===== src/rtl/seq_mult_param.sv =====
// seq_mult_param: sequential shift-and-add multiplier, WIDTH x WIDTH -> 2*WIDTH.
//
// Ports:
//   clk          rising-edge clock
//   rst          synchronous active-high reset
//   start        operation request, accepted only when idle
//   signed_mode  1 = two's-complement operands, 0 = unsigned (sampled with start)
//   cand, er     multiplicand / multiplier (sampled with start)
//   busy         high while an operation is running (RUN and DONE states)
//   done         one-cycle pulse: multi holds a new product
//   multi        registered 2*WIDTH-bit product, held until the next product
//
// Optional feature: define SEQ_MULT_EARLY_TERM_EN to finish as soon as the
// remaining multiplier bits are all zero (product values are unchanged).
//
// Timing: start sampled at edge k -> RUN at edges k+1..k+WIDTH, multi loaded
// on the last RUN edge, done visible after edge k+WIDTH+1.
module seq_mult_param #(
  parameter int unsigned WIDTH = 32
) (
  input  logic                 clk,
  input  logic                 rst,
  input  logic                 start,
  input  logic                 signed_mode,
  input  logic [WIDTH-1:0]     cand,
  input  logic [WIDTH-1:0]     er,
  output logic                 busy,
  output logic                 done,
  output logic [2*WIDTH-1:0]   multi
);

  localparam int unsigned CW = $clog2(WIDTH + 1);

  typedef enum logic [1:0] {IDLE, RUN, DONE} state_t;

  state_t               state_q,  state_d;
  logic [2*WIDTH-1:0]   mcand_q,  mcand_d;
  logic [WIDTH-1:0]     mplier_q, mplier_d;
  logic [2*WIDTH-1:0]   acc_q,    acc_d;
  logic [CW-1:0]        cnt_q,    cnt_d;
  logic                 sign_q,   sign_d;
  logic [2*WIDTH-1:0]   multi_q,  multi_d;
  logic                 busy_q,   busy_d;
  logic                 done_q,   done_d;

  logic [WIDTH-1:0]     cand_mag, er_mag;
  logic [2*WIDTH-1:0]   acc_sum;
  logic                 last_run;

  // Absolute values; -2^(WIDTH-1) maps to 2^(WIDTH-1), which fits unsigned.
  always_comb begin
    cand_mag = (signed_mode && cand[WIDTH-1]) ? (~cand + WIDTH'(1)) : cand;
    er_mag   = (signed_mode && er[WIDTH-1])   ? (~er + WIDTH'(1))   : er;
  end

  always_comb begin
    state_d  = state_q;
    mcand_d  = mcand_q;
    mplier_d = mplier_q;
    acc_d    = acc_q;
    cnt_d    = cnt_q;
    sign_d   = sign_q;
    multi_d  = multi_q;
    acc_sum  = mplier_q[0] ? (acc_q + mcand_q) : acc_q;
    last_run = 1'b0;

    unique case (state_q)
      IDLE: begin
        if (start) begin
          mcand_d  = {{WIDTH{1'b0}}, cand_mag};
          mplier_d = er_mag;
          sign_d   = signed_mode & (cand[WIDTH-1] ^ er[WIDTH-1]);
          acc_d    = '0;
          cnt_d    = '0;
          state_d  = RUN;
        end
      end
      RUN: begin
        acc_d    = acc_sum;
        mcand_d  = mcand_q << 1;
        mplier_d = mplier_q >> 1;
        cnt_d    = cnt_q + CW'(1);
`ifdef SEQ_MULT_EARLY_TERM_EN
        last_run = (mplier_d == '0);
`else
        last_run = (cnt_q == CW'(WIDTH - 1));
`endif
        if (last_run) begin
          multi_d = sign_q ? (~acc_sum + (2*WIDTH)'(1)) : acc_sum;
          state_d = DONE;
        end
      end
      DONE: state_d = IDLE;
      default: state_d = IDLE;
    endcase

    // Outputs are registered from the next state, so busy tracks RUN/DONE
    // and done pulses in the cycle after DONE, when multi is already valid.
    busy_d = (state_d != IDLE);
    done_d = (state_q == DONE);
  end

  always_ff @(posedge clk) begin
    if (rst) begin
      state_q  <= IDLE;
      mcand_q  <= '0;
      mplier_q <= '0;
      acc_q    <= '0;
      cnt_q    <= '0;
      sign_q   <= 1'b0;
      multi_q  <= '0;
      busy_q   <= 1'b0;
      done_q   <= 1'b0;
    end else begin
      state_q  <= state_d;
      mcand_q  <= mcand_d;
      mplier_q <= mplier_d;
      acc_q    <= acc_d;
      cnt_q    <= cnt_d;
      sign_q   <= sign_d;
      multi_q  <= multi_d;
      busy_q   <= busy_d;
      done_q   <= done_d;
    end
  end

  assign busy  = busy_q;
  assign done  = done_q;
  assign multi = multi_q;

endmodule


===== config.mk =====
export PLATFORM = sky130hd
export DESIGN_NAME = seq_mult_param
export DESIGN_NICKNAME = d
export VERILOG_FILES = /design/src/rtl/seq_mult_param.sv
export SDC_FILE = /design/constraint.sdc
export NUM_CORES = 1
export LEC_CHECK = 0
export CAP_MARGIN = 10
export CORE_UTILIZATION = 45
export DETAILED_ROUTE_END_ITERATION = 8
export DONT_BUFFER_PORTS = 1
export PLACE_DENSITY = 0.63
export RECOVER_POWER = 100
export SETUP_SLACK_MARGIN = 0.15
export SLEW_MARGIN = 5
export SYNTH_ARGS = -nofsm -noshare
export SYNTH_HDL_FRONTEND = slang
export SYNTH_SLANG_ARGS = --single-unit

===== constraint.sdc =====
create_clock -name clk -period 11.06 [get_ports clk]
set_input_delay 1.106 -clock clk [delete_from_list [all_inputs] [get_ports clk]]
set_output_delay 1.106 -clock clk [all_outputs]
set_load 0.01 [all_outputs]

# Yosys cells after proc, flatten, opt, wreduce, memory -nomap -nowiden

Cells that the tools add are included.

Register bits: 235
Output and inout bits: 66

Add/subtract/negate cells: 5
Equal/unequal tests: 4
Muxes and demuxes: 15
Bitwise operators: 5
Reductions and logical operators: 8

Operators by type and width:

| kind                                                 | number |
|---|---|
| 2-to-1 mux 64 bit                                    | 4 |
| one-hot mux 64 bit (2 select lines)                  | 2 |
| 2-to-1 mux 32 bit                                    | 3 |
| adder 32 x 1 -> 32 bit (second input constant)       | 2 |
| adder 64 x 1 -> 64 bit (second input constant)       | 1 |
| adder 64 bit                                         | 1 |
| NOT 32 bit                                           | 2 |
| NOT 64 bit                                           | 1 |
| one-hot mux 32 bit (2 select lines)                  | 1 |
| one-hot mux 6 bit (2 select lines)                   | 1 |
| adder 6 x 1 -> 6 bit (second input constant)         | 1 |
| equality test 6 x 5 -> 1 bit (second input constant) | 1 |
| 2-to-1 mux 6 bit                                     | 1 |
| AND reduction 2 bit                                  | 3 |
| 2-to-1 mux 2 bit                                     | 2 |
| one-hot mux 2 bit (2 select lines)                   | 1 |
| nonzero test 2 bit                                   | 2 |
| equality test 2 x 1 -> 1 bit (second input constant) | 1 |
| equality test 2 bit (second input constant)          | 1 |
| logical AND 1 bit                                    | 2 |
| zero test 2 bit                                      | 1 |
| != test 2 bit (second input constant)                | 1 |
| bitwise AND 1 bit                                    | 1 |
| bitwise XOR 1 bit                                    | 1 |

# Depth between registers and ports, before layout

Gate-level depths: netlist (run 1).

Depth after elaboration: 5
Mapped depth: 22

# Least setup slack after synthesis (run 1)

OpenSTA, ideal clock, no wires.

Kind: register to register
From: reg mplier_q[0]
To: reg multi_q[60], in the netlist multi[60]
Library setup time: 0.091 ns
Arrival: 5.187 ns
Setup slack: 5.782 ns
Stages on the path, launching flop included: 22
Buffers on the path: 9
Clock period less this slack: 5.278 ns
Cell sequence: dfxtp_1 buf_2 buf_2 buf_2 buf_2 buf_1 buf_2 buf_2 buf_1 clkbuf_1 mux2i_1 ha_1 and2_1 o2111ai_1 nor3_1 nand4_1 or3_1 nand2b_4 o41ai_1 o21ai_1 or3_1 a311oi_1

Longest elaborated chain between the ends: 4

Ends and longest elaborated chain:

| item                   | RTL line | source |
|---|---|---|
| from (decl)            | 38       | `logic [WIDTH-1:0] mplier_q, mplier_d;` |
| from (signal assigned) | 117      | `mplier_q <= mplier_d;` |
| 2-to-1 mux 64 bit *    | 64       | `acc_sum = mplier_q[0] ? (acc_q + mcand_q) : acc_q;` |
| NOT 64 bit             | 89       | `multi_d = sign_q ? (~acc_sum + (2*WIDTH)'(1)) : acc_sum;` |
| adder 64 x 1 -> 64 bit | 89       |  |
| 2-to-1 mux 64 bit *    | 89       |  |
| to (signal assigned)   | 121      | `multi_q <= multi_d;` |
| to (decl)              | 42       | `logic [2*WIDTH-1:0] multi_q, multi_d;` |

Every way passes the cells marked *; elsewhere a longest branch is shown, timed or not.
A chain may end at the register's enable or synchronous reset.

# Worst setup path after layout (run 1)

From: reg mplier_q[0]
To: reg multi_q[55], in the netlist multi[55]

The elaborated chain is that of the path after synthesis.

==> results of run 1 <==
## path summary, 6_finish.rpt
kind	cells past startpoint	slack, ns	end	start
max	11	3.40	multi[55]	mplier_q[0]
min	2	0.49	mplier_q[21]	mplier_q[21]
max reg2reg	11	3.40	multi[55]	mplier_q[0]
min reg2reg	2	0.49	mplier_q[21]	mplier_q[21]
## worst register-to-register path, stage by stage, from the launching register on
cell and delay [ns]:
dfxtp_1 1.09, inv_2 0.60, clkbuf_1 2.33, o2111ai_1 0.72
nor3_1 0.37, nand4_1 0.20, or3_1 0.42, nand2b_1 0.42
nor3_1 0.65, nand2_1 0.21, or4_1 0.43, a31oi_1 0.16
## state kept, by name, indices dropped and copies added, names as in the netlist
register  count
mcand_q      64
multi        64
busy          1
done          1
sign_q        1
acc_q        64
mplier_q     32
cnt_q         6
state_q       2
## through the flow
| stage | cell area (sq um) | hold WS, ns | power (mW) |
|---|---|---|---|
| 4_1_cts | 18500 | 0.491 | 2.17 |
| 2_1_floorplan | 17400 | 0.454 | 1.15 |
| 3_3_place_gp | 17600 | 0.466 | 1.20 |
| 5_1_grt | 18500 | 0.511 | 2.24 |
| 6_report | 18500 | 0.485 | 2.16 |
| 3_5_place_dp | 17600 | 0.476 | 1.21 |
## synthesized netlist by cell type (all sizes together) (14+ instances only)
| master | instances |
|---|---|
| nor4 | 14 |
| and2 | 15 |
| xnor2 | 76 |
| nor2 | 372 |
| inv | 38 |
| o31ai | 26 |
| a22oi | 94 |
| nor2b | 20 |
| ha | 67 |
| dfxtp | 235 |
| buf | 38 |
| nor3 | 57 |
| or3 | 21 |
| nand2 | 225 |
| o21ai | 120 |
| a31oi | 24 |
| nand3 | 43 |
| a21oi | 212 |
| and3 | 15 |
| clkbuf | 119 |
| o211ai | 31 |
| o21a | 20 |
| a21o | 20 |
| a222oi | 32 |
| nand4 | 41 |
| a211oi | 59 |
| nand2b | 23 |
| xor2 | 50 |
## power groups by stage
stage / logic, mW / clock network, mW / registers [mW]
after floorplan: 0.250 / 0 / 0.898
after detailed placement: 0.298 / 0 / 0.912
after global routing: 0.332 / 1.01 / 0.895
final: 0.300 / 0.963 / 0.893
after global placement: 0.294 / 0 / 0.910
after CTS: 0.300 / 0.979 / 0.893
## kinds of logic (layout without fill, tap and decap cells)
logic type | count (synthesis) | in the layout | synth area share (%)
compound gates | 779 | 779 | 31.3
xor+xnor | 126 | 126 | 6.34
fa+ha+maj | 68 | 68 | 4.93
buf+inv | 196 | 106 | 4.45
flops | 235 | 235 | 27.0
mux | 24 | 24 | 1.48
simple gates | 908 | 908 | 24.4
## routing by layer
metal,wire length [microns],vias to the layer above,part of all wire [%],global-route usage (%)
li1,-,8470,-,-
met1,24400,8453,41,36.7
met2,29000,566,48,51.9
met3,3950,129,6.6,5.41
met4,2830,0,4.7,13.6
met5,0,-,0,0
## cell type report
class | count | area, sq um
Sequential cell | 235 | 4710
Tap cell | 511 | 639
Fill cell | 3842 | 19400
Multi-Input combinational cell | 1905 | 11900
Clock inverter | 9 | 126
Clock buffer | 40 | 817
Timing Repair Buffer | 18 | 116
Inverter | 39 | 146
==> impl_metrics.yaml, run 1 <==
critical_path:
  arrival_ns: 8.16
  crit_slowest_cell: "clkbuf_1"
  critical_path_class: "reg -> reg"
  cp.buffers_inverters: 2
  path_cells: "inv_2 > clkbuf_1 > o2111ai_1 > nor3_1 > nand4_1 > or3_1 > nand2b_1 > nor3_1 > nand2_1 > or4_1 > a31oi_1"
  crit_path_frequent_cell: "nor3_1"
  crit_path_max_fanout: 62
  critical_path.max_stage_delay_ns: 2.33
  crit_family: "buffers and inverters"
  worstSetupStartpointType: "flop"
  cp.required_ns: 11.56
  endpoint_kind: "flop"
logic_synthesis:
  synth_edf_count: 0
  syn_nets: 2472
  syn_area_per_cell_sq_um: 7.45
  synth_area_leaders: "dfxtp_1, nor2_1, a21oi_1"
  syn_inst: 2336
  synth_cell_type_count: 114
  yosysSeqAreaShare_pct: 27.0
  synth_area_sq_um: 17400
  yosys.area.top_type: "dfxtp_1"
  ys_seq_elements: 235
  synth_warnings: 0
  synth_top_area_share_pct: 27.0
  synth-main-ff-cell: "dfxtp_1"
  synthArstFlopShare_pct: 0
global_route:
  antenna_found_initial: 0
  grt_pass1_wl_mm: 94.0
  grt-ovfl-total: 0
  grt_pass1_vias: 16700
  grt_max_degree: 237
  grt_use_total_pct: 30.3
floorplanning:
  ios: 134
  start_util_pct: 46.0
  die_area_sq_um: 39500
  dieHeight_microns: 199
  die_x_microns: 199
  coreArea_sq_um: 37800
  num_rows: 71
timing:
  slew_headroom_pct: -122
  finalSetupViolations: 0
  setup_tns_ns: 0
  tightest_slew_ns: 3.33
  fin_skew_ns: 0.0252
  rsz0062_at_grt: "false"
  fin_crit_sh_pct: 69.3
  max_freq_mhz: 130
  post-route-worst-setup-slack_ns: 3.40
  hold_viol: 0
  period_minus_slack_ns: 7.66
  finalMaxSlewViolations: 398
run_status:
  failed_checks: "max-capacitance violations, max-slew violations"
  status: "finished with violations"
layout:
  final_cell_mix: "nor2_1, dfxtp_1, nand2_1, a21oi_1, a22oi_1"
  nets: 2363
  fin_cells: 2757
  drive_above_1_share_pct: 5.52
  diodes: 0
  final_util_pct: 48.8
  areaGrowthSynthToFinish_pct: 6.08
  final_common_cell: "nor2_1"
power_and_ir_drop:
  p_sw_share_pct: 28.0
  irDropWorstVdd_mv: 0.105
  power_frac_clock_pct: 44.7
  internal-power_mw: 1.55
  comb_power_share_pct: 13.9
  p_switching_mw: 0.604
  leakage_nw: 6.66
  p_per_area_nw_per_um2: 117
  seq_power_share_pct: 41.4
detailed_routing:
  vias: 17600
  drtIter0Drc: 1624
  drc: 0
  wl_per_cell_microns: 21.9
  dr.pass1.iters: 8
  drt-total-wl_mm: 60.3
  drtAntennaViolNets: 0
  routed_via_density: 6.39
cts:
  cts_setup_buffers: 0
  clock-sinks: 235
  htreeDepth: 1
  root_buffer: "clkbuf_16"
  cts_tree: "yes"
  path_clk_slew_ns: 0.06
  cts_resized: 0
  insertion_delay_ns: 0.58
  numCtsBuffers: 28
  cts-hold-fix-buffers: 0
  clock_path_buffers: 3
flow_run:
  maxCapViolCount: 7
placement:
  gp_congestion: 1.01
  dp_hpwl_mm: 44.6
  numPlacedInstances: 2708
  pre_cts_ws_ns: 6.12
  port_buffers: 0
hold_path:
  hold_class: "reg -> reg"
No activity file was read; power rests on OpenSTA's default activity.
==> inputs of run 2 (changes only) <==
--- a/config.mk
+++ b/config.mk
@@ -5,11 +5,12 @@
 export SDC_FILE = /design/constraint.sdc
 export NUM_CORES = 1
 export LEC_CHECK = 0
+export ABC_AREA = 1
 export CAP_MARGIN = 10
 export CORE_UTILIZATION = 45
 export DETAILED_ROUTE_END_ITERATION = 8
 export DONT_BUFFER_PORTS = 1
-export PLACE_DENSITY = 0.63
+export PLACE_DENSITY = 0.65
 export RECOVER_POWER = 100
 export SETUP_SLACK_MARGIN = 0.15
 export SLEW_MARGIN = 5
==> constraint.sdc (replaced) <==
create_clock -name clk -period 6.9 [get_ports clk]
set_input_delay 0.69 -clock clk [delete_from_list [all_inputs] [get_ports clk]]
set_output_delay 0.69 -clock clk [all_outputs]
set_load 0.01 [all_outputs]
==> impl_metrics.yaml, run 2 <==
critical_path:
  endpoint_kind: "flop"
  critical_path_class: "reg -> reg"
  worstSetupStartpointType: "flop"
  crit_path_max_fanout: 66
  arrival_ns: 5.40
  r2r-start: "state_q[0]"
  reg2reg_slack_ns: 1.98
  reg2regPathDepth: 11
  timing.rr.end: "mplier_q[24]"
  cp.required_ns: 7.38
  crit_start: "state_q[0]"
power_and_ir_drop:
  total_power_mw: 3.71
  comb_power_share_pct: 19.3
  p_per_area_nw_per_um2: 180
  leakage_nw: 10.4
  internal-power_mw: 2.50
  power_frac_clock_pct: 41.6
  p_sw_share_pct: 32.6
  irDropWorstVdd_mv: 0.157
  seq_power_share_pct: 39.1
  p_switching_mw: 1.21
detailed_routing:
  routed_via_density: 5.51
  drtAntennaViolNets: 0
  dr.pass1.iters: 8
  drt-total-wl_mm: 73.9
  vias: 21400
  drtIter0Drc: 2169
  drc: 0
  wl_per_cell_microns: 19.0
layout:
  final_cell_mix: "nand2_1, inv_1, nor2_1, dfxtp_1, nand3_1"
  regArea_sq_um: 4710
  final_common_cell: "nand2_1"
  fill_cells: 4540
  diodes: 0
  nets: 3459
  multi_input_area_sq_um: 12100
  areaGrowthSynthToFinish_pct: 6.55
  drive_above_1_share_pct: 5.74
timing:
  slew_headroom_pct: -86.1
  rsz0062_at_grt: "false"
  post-route-worst-setup-slack_ns: 1.98
  period_minus_slack_ns: 4.92
  max_freq_mhz: 203
  finalMaxSlewViolations: 217
  fin_skew_ns: 0.0250
  finalSetupViolations: 0
  tightest_slew_ns: 2.78
  hold_slack_ns: 0.214
  fin_crit_sh_pct: 71.4
  setup_tns_ns: 0
  hold_viol: 0
cts:
  clock_path_buffers: 3
  htreeDepth: 1
  path_clk_slew_ns: 0.06
  numCtsBuffers: 28
  cts_tree: "yes"
  clock-sinks: 235
  root_buffer: "clkbuf_16"
  cts-hold-fix-buffers: 0
  cts_resized: 0
  insertion_delay_ns: 0.58
  cts_setup_buffers: 0
logic_synthesis:
  synth-main-ff-cell: "dfxtp_1"
  yosys.area_share.simple_pct: 40.7
  syn_area_per_cell_sq_um: 5.73
  synth_area_leaders: "dfxtp_1, nand2_1, inv_1"
  syn_inst: 3381
  synth_adder_area_share_pct: 4.43
  muxShareOfSynthArea_pct: 0
  synth_area_sq_um: 19400
  syn_nets: 3517
  synthXorXnorAreaFrac_pct: 2.53
  synth_cell_type_count: 54
  synth_compound_area_share_pct: 15.0
  synth_edf_count: 0
  synthArstFlopShare_pct: 0
  ys_seq_elements: 235
  synth_top_family_by_area: "simple AND/OR/NAND/NOR gates"
  synth_warnings: 0
  yosys-top-cells-count: "nand2_1, inv_1, nor2_1"
  yosysSeqAreaShare_pct: 24.3
  synth.most_common_cell: "nand2_1"
  synth_top_area_share_pct: 24.3
  yosys.area.top_type: "dfxtp_1"
floorplanning:
  dieHeight_microns: 209
  coreArea_sq_um: 42200
  die_area_sq_um: 43900
  ios: 134
  start_util_pct: 45.9
  num_rows: 75
  die_x_microns: 209
global_route:
  grt_pass1_vias: 19800
  grt_use_total_pct: 33.4
  grt-ovfl-total: 0
  grt_max_degree: 90
  antenna_found_initial: 0
  grt_pass1_wl_mm: 113
hold_path:
  whs_path_depth: 1
  holdPathEnd: "acc_q[63]"
  hold_class: "in -> reg"
  hp-start: "rst"
placement:
  gp_congestion: 1.01
  dp_hpwl_mm: 58.8
  port_buffers: 0
  pre_cts_ws_ns: 3.20
flow_run:
  maxCapViolCount: 5
run_status:
  status: "finished with violations"
  failed_checks: "max-capacitance violations, max-slew violations"
[run 2: cell types whose count changed in the layout (fill, tap and decap cells not counted), sizes merged, moves of 50 or more]
cell | before | now
inv | 39 | 566
xnor2 | 76 | 16
nor2 | 372 | 319
a211oi | 59 | 1
o22ai | 4 | 54
nand3 | 43 | 247
a22oi | 94 | 0
nand2 | 225 | 1212
[run 2: cells by family after synthesis]
logic type	count (synthesis)
xor+xnor	56
compound gates	492
fa+ha+maj	68
flops	235
buf+inv	669
simple gates	1861
[run 2: per-layer routing]
layer  vias to the layer above  wire length [microns]  GRT usage, %
li1                      10600                      -             -
met1                      9775                  34300          49.2
met2                       962                  30200          49.6
met3                       102                   7850          6.42
met4                         0                   1640          7.98
met5                         -                      0             0
[run 2: per-stage QoR]
stage          utilization [%]  area (sq um)  cells
2_1_floorplan                -         19400   3381
3_3_place_gp              46.9         19800   3832
3_5_place_dp              46.9         19800   3832
4_1_cts                   49.1         20700   3883
5_1_grt                   48.9         20600   3883
6_report                  48.9         20600   3883
[run 2: how the worst max path moves through the flow]
stage	endpoint	depth (start not counted)
CTS	multi[60]	23
global placement	multi[60]	23
floorplan	multi[36]	22
finish	mplier_q[24]	11
detailed placement	multi[60]	23
global route	mplier_q[24]	11
[run 2: final cells by class]
type | instances | area share [%]
multi-input cells | 2477 | 58.6
flip-flops and latches | 235 | 22.8
inverters | 567 | 10.3
clock buffers | 34 | 3.80
well taps | 539 | 3.27
clock inverters | 17 | 0.794
repair buffers | 14 | 0.418
[run 2: power by group through the flow]
stage	Sequential, mW	Clock [mW]	Combinational [mW]
finish	1.45	1.54	0.718
floorplan	1.45	0	0.534
detailed placement	1.48	0	0.709
global placement	1.47	0	0.703
CTS	1.45	1.56	0.713
global route	1.45	1.62	0.787
[run 2: worst max-delay path, cell delays in order, from the launching register on]
cell	delay, ns
dfxtp_1	0.38
inv_1	0.09
nor2_4	0.07
buf_4	0.62
nor2_1	0.11
clkbuf_1	0.83
nor2_1	1.06
clkbuf_1	0.86
inv_1	0.37
a21oi_1	0.21
o21ai_0	0.10
o21ai_0	0.11
==> inputs of run 3 (changes only) <==
==> constraint.sdc (replaced) <==
create_clock -name clk -period 4.4 [get_ports clk]
set_input_delay 0.44 -clock clk [delete_from_list [all_inputs] [get_ports clk]]
set_output_delay 0.44 -clock clk [all_outputs]
set_load 0.01 [all_outputs]
==> impl_metrics.yaml, run 3 (synthesis gave the netlist of run 2 again) <==
timing:
  post-route-worst-setup-slack_ns: 0.382
  period_minus_slack_ns: 4.02
  hold_viol: 0
  fin_skew_ns: 0.0143
  tightest_slew_ns: 3.30
  hold_slack_ns: 0.0735
  max_freq_mhz: 249
  fin_crit_sh_pct: 91.3
  setup_tns_ns: 0
  rsz0062_at_grt: "false"
  finalMaxSlewViolations: 326
  finalSetupViolations: 0
  slew_headroom_pct: -120
cts:
  clock-sinks: 235
  cts_setup_buffers: 0
  htreeDepth: 1
  numCtsBuffers: 29
  path_clk_slew_ns: 0.06
  clock_path_buffers: 3
  cts_tree: "yes"
  insertion_delay_ns: 0.58
  root_buffer: "clkbuf_16"
placement:
  numPlacedInstances: 3836
  pre_cts_ws_ns: 0.691
  placed_cell_area_sq_um: 19800
  gp_congestion: 1.03
  port_buffers: 0
  dp_hpwl_mm: 59.4
floorplanning:
  coreArea_sq_um: 42200
  start_util_pct: 45.9
  num_rows: 75
  dieHeight_microns: 209
  ios: 134
  die_area_sq_um: 43900
  die_x_microns: 209
power_and_ir_drop:
  leakage_nw: 10.4
  irDropWorstVdd_mv: 0.298
  p_per_area_nw_per_um2: 282
  total_power_mw: 5.86
detailed_routing:
  drtAntennaViolNets: 0
  wl_per_cell_microns: 19.5
  drc: 0
  routed_via_density: 5.48
  drtIter0Drc: 1962
  drt-total-wl_mm: 75.8
  dr.pass1.iters: 5
  vias: 21300
layout:
  drive_above_1_share_pct: 6.08
  areaGrowthSynthToFinish_pct: 7.19
  design_area_sq_um: 20800
  final_util_pct: 49.2
  nets: 3468
  final_cell_mix: "nand2_1, inv_1, nor2_1, nand3_1, dfxtp_1"
  final_common_cell: "nand2_1"
  fin_cells: 3894
global_route:
  grt-ovfl-total: 0
  antenna_found_initial: 1
  grt_pass1_vias: 19600
  grt_max_degree: 90
  grt_pass1_wl_mm: 114
  grt_use_total_pct: 34.1
hold_path:
  hp-start: "cand[18]"
  hold_class: "in -> reg"
run_status:
  status: "finished with violations"
  failed_checks: "max-capacitance violations, max-slew violations"
critical_path:
  crit_path_max_fanout: 34
  crit_start: "state_q[1]"
  cp.required_ns: 4.81
  worstSetupStartpointType: "flop"
  worstSetupEndpoint: "mplier_q[30]"
  arrival_ns: 4.43
  timing.rr.end: "mplier_q[30]"
  endpoint_kind: "flop"
  reg2reg_slack_ns: 0.38
  critical_path_class: "reg -> reg"
  r2r-start: "state_q[1]"
  reg2regPathDepth: 11
flow_run:
  maxCapViolCount: 6
==> run 3: cell count changes in the layout (fill, tap and decap cells not counted), sizes merged, moves of 2 or more <==
| cell | before | now |
|---|---|---|
| inv | 566 | 564 |
| buf | 9 | 11 |
| dlygate4sd3 | 0 | 3 |
| clkbuf | 39 | 48 |
==> run 3: critical path: stages, from the launching register on <==
cell and delay (ns):
dfxtp_1 0.46, inv_1 0.09, nand2_1 0.10, inv_1 0.04
nor2_1 0.13, clkbuf_1 1.69, nor2_2 0.34, buf_4 0.39
inv_1 0.25, a21oi_1 0.07, o21ai_0 0.13, o21ai_0 0.13
==> run 3: power breakdown <==
group	switching [mW]	total, mW	leakage, nW	internal, mW
combinational	0.812	1.16	8.07	0.346
clock	1.04	2.43	0.464	1.39
sequential	0.0769	2.27	1.91	2.20
total	1.93	5.86	10.4	3.93
==> run 3: worst min-delay path by stage <==
stage	cells after the start	slack, ns	endpoint
2_1_floorplan	2	0.42	mplier_q[11]
3_3_place_gp	2	0.43	mplier_q[11]
3_5_place_dp	2	0.44	mplier_q[17]
4_1_cts	2	0.06	mplier_q[6]
5_1_grt	2	0.07	mplier_q[19]
6_report	2	0.07	mcand_q[18]
==> run 3: timing repair <==
action	in CTS	in global routing
hold endpoints to repair	33	0
setup endpoints to repair	0	0
hold buffers	4	0
gates resized for setup	0	0
==> run 3: cell type report <==
type | count | area, sq um
diodes | 1 | 2.50
repair buffers | 22 | 186
clock buffers | 40 | 837
clock inverters | 13 | 116
multi-input cells | 2477 | 12100
flip-flops and latches | 235 | 4710
inverters | 567 | 2130
well taps | 539 | 674
fillers | 4604 | 21500
==> run 3: metal layers <==
layer,routed length (microns),GRT usage [%],vias up
li1,-,-,10600
met1,35100,48.8,9802
met2,30600,50.3,830
met3,8170,9.07,89
met4,1910,8.63,0
met5,0,0,-
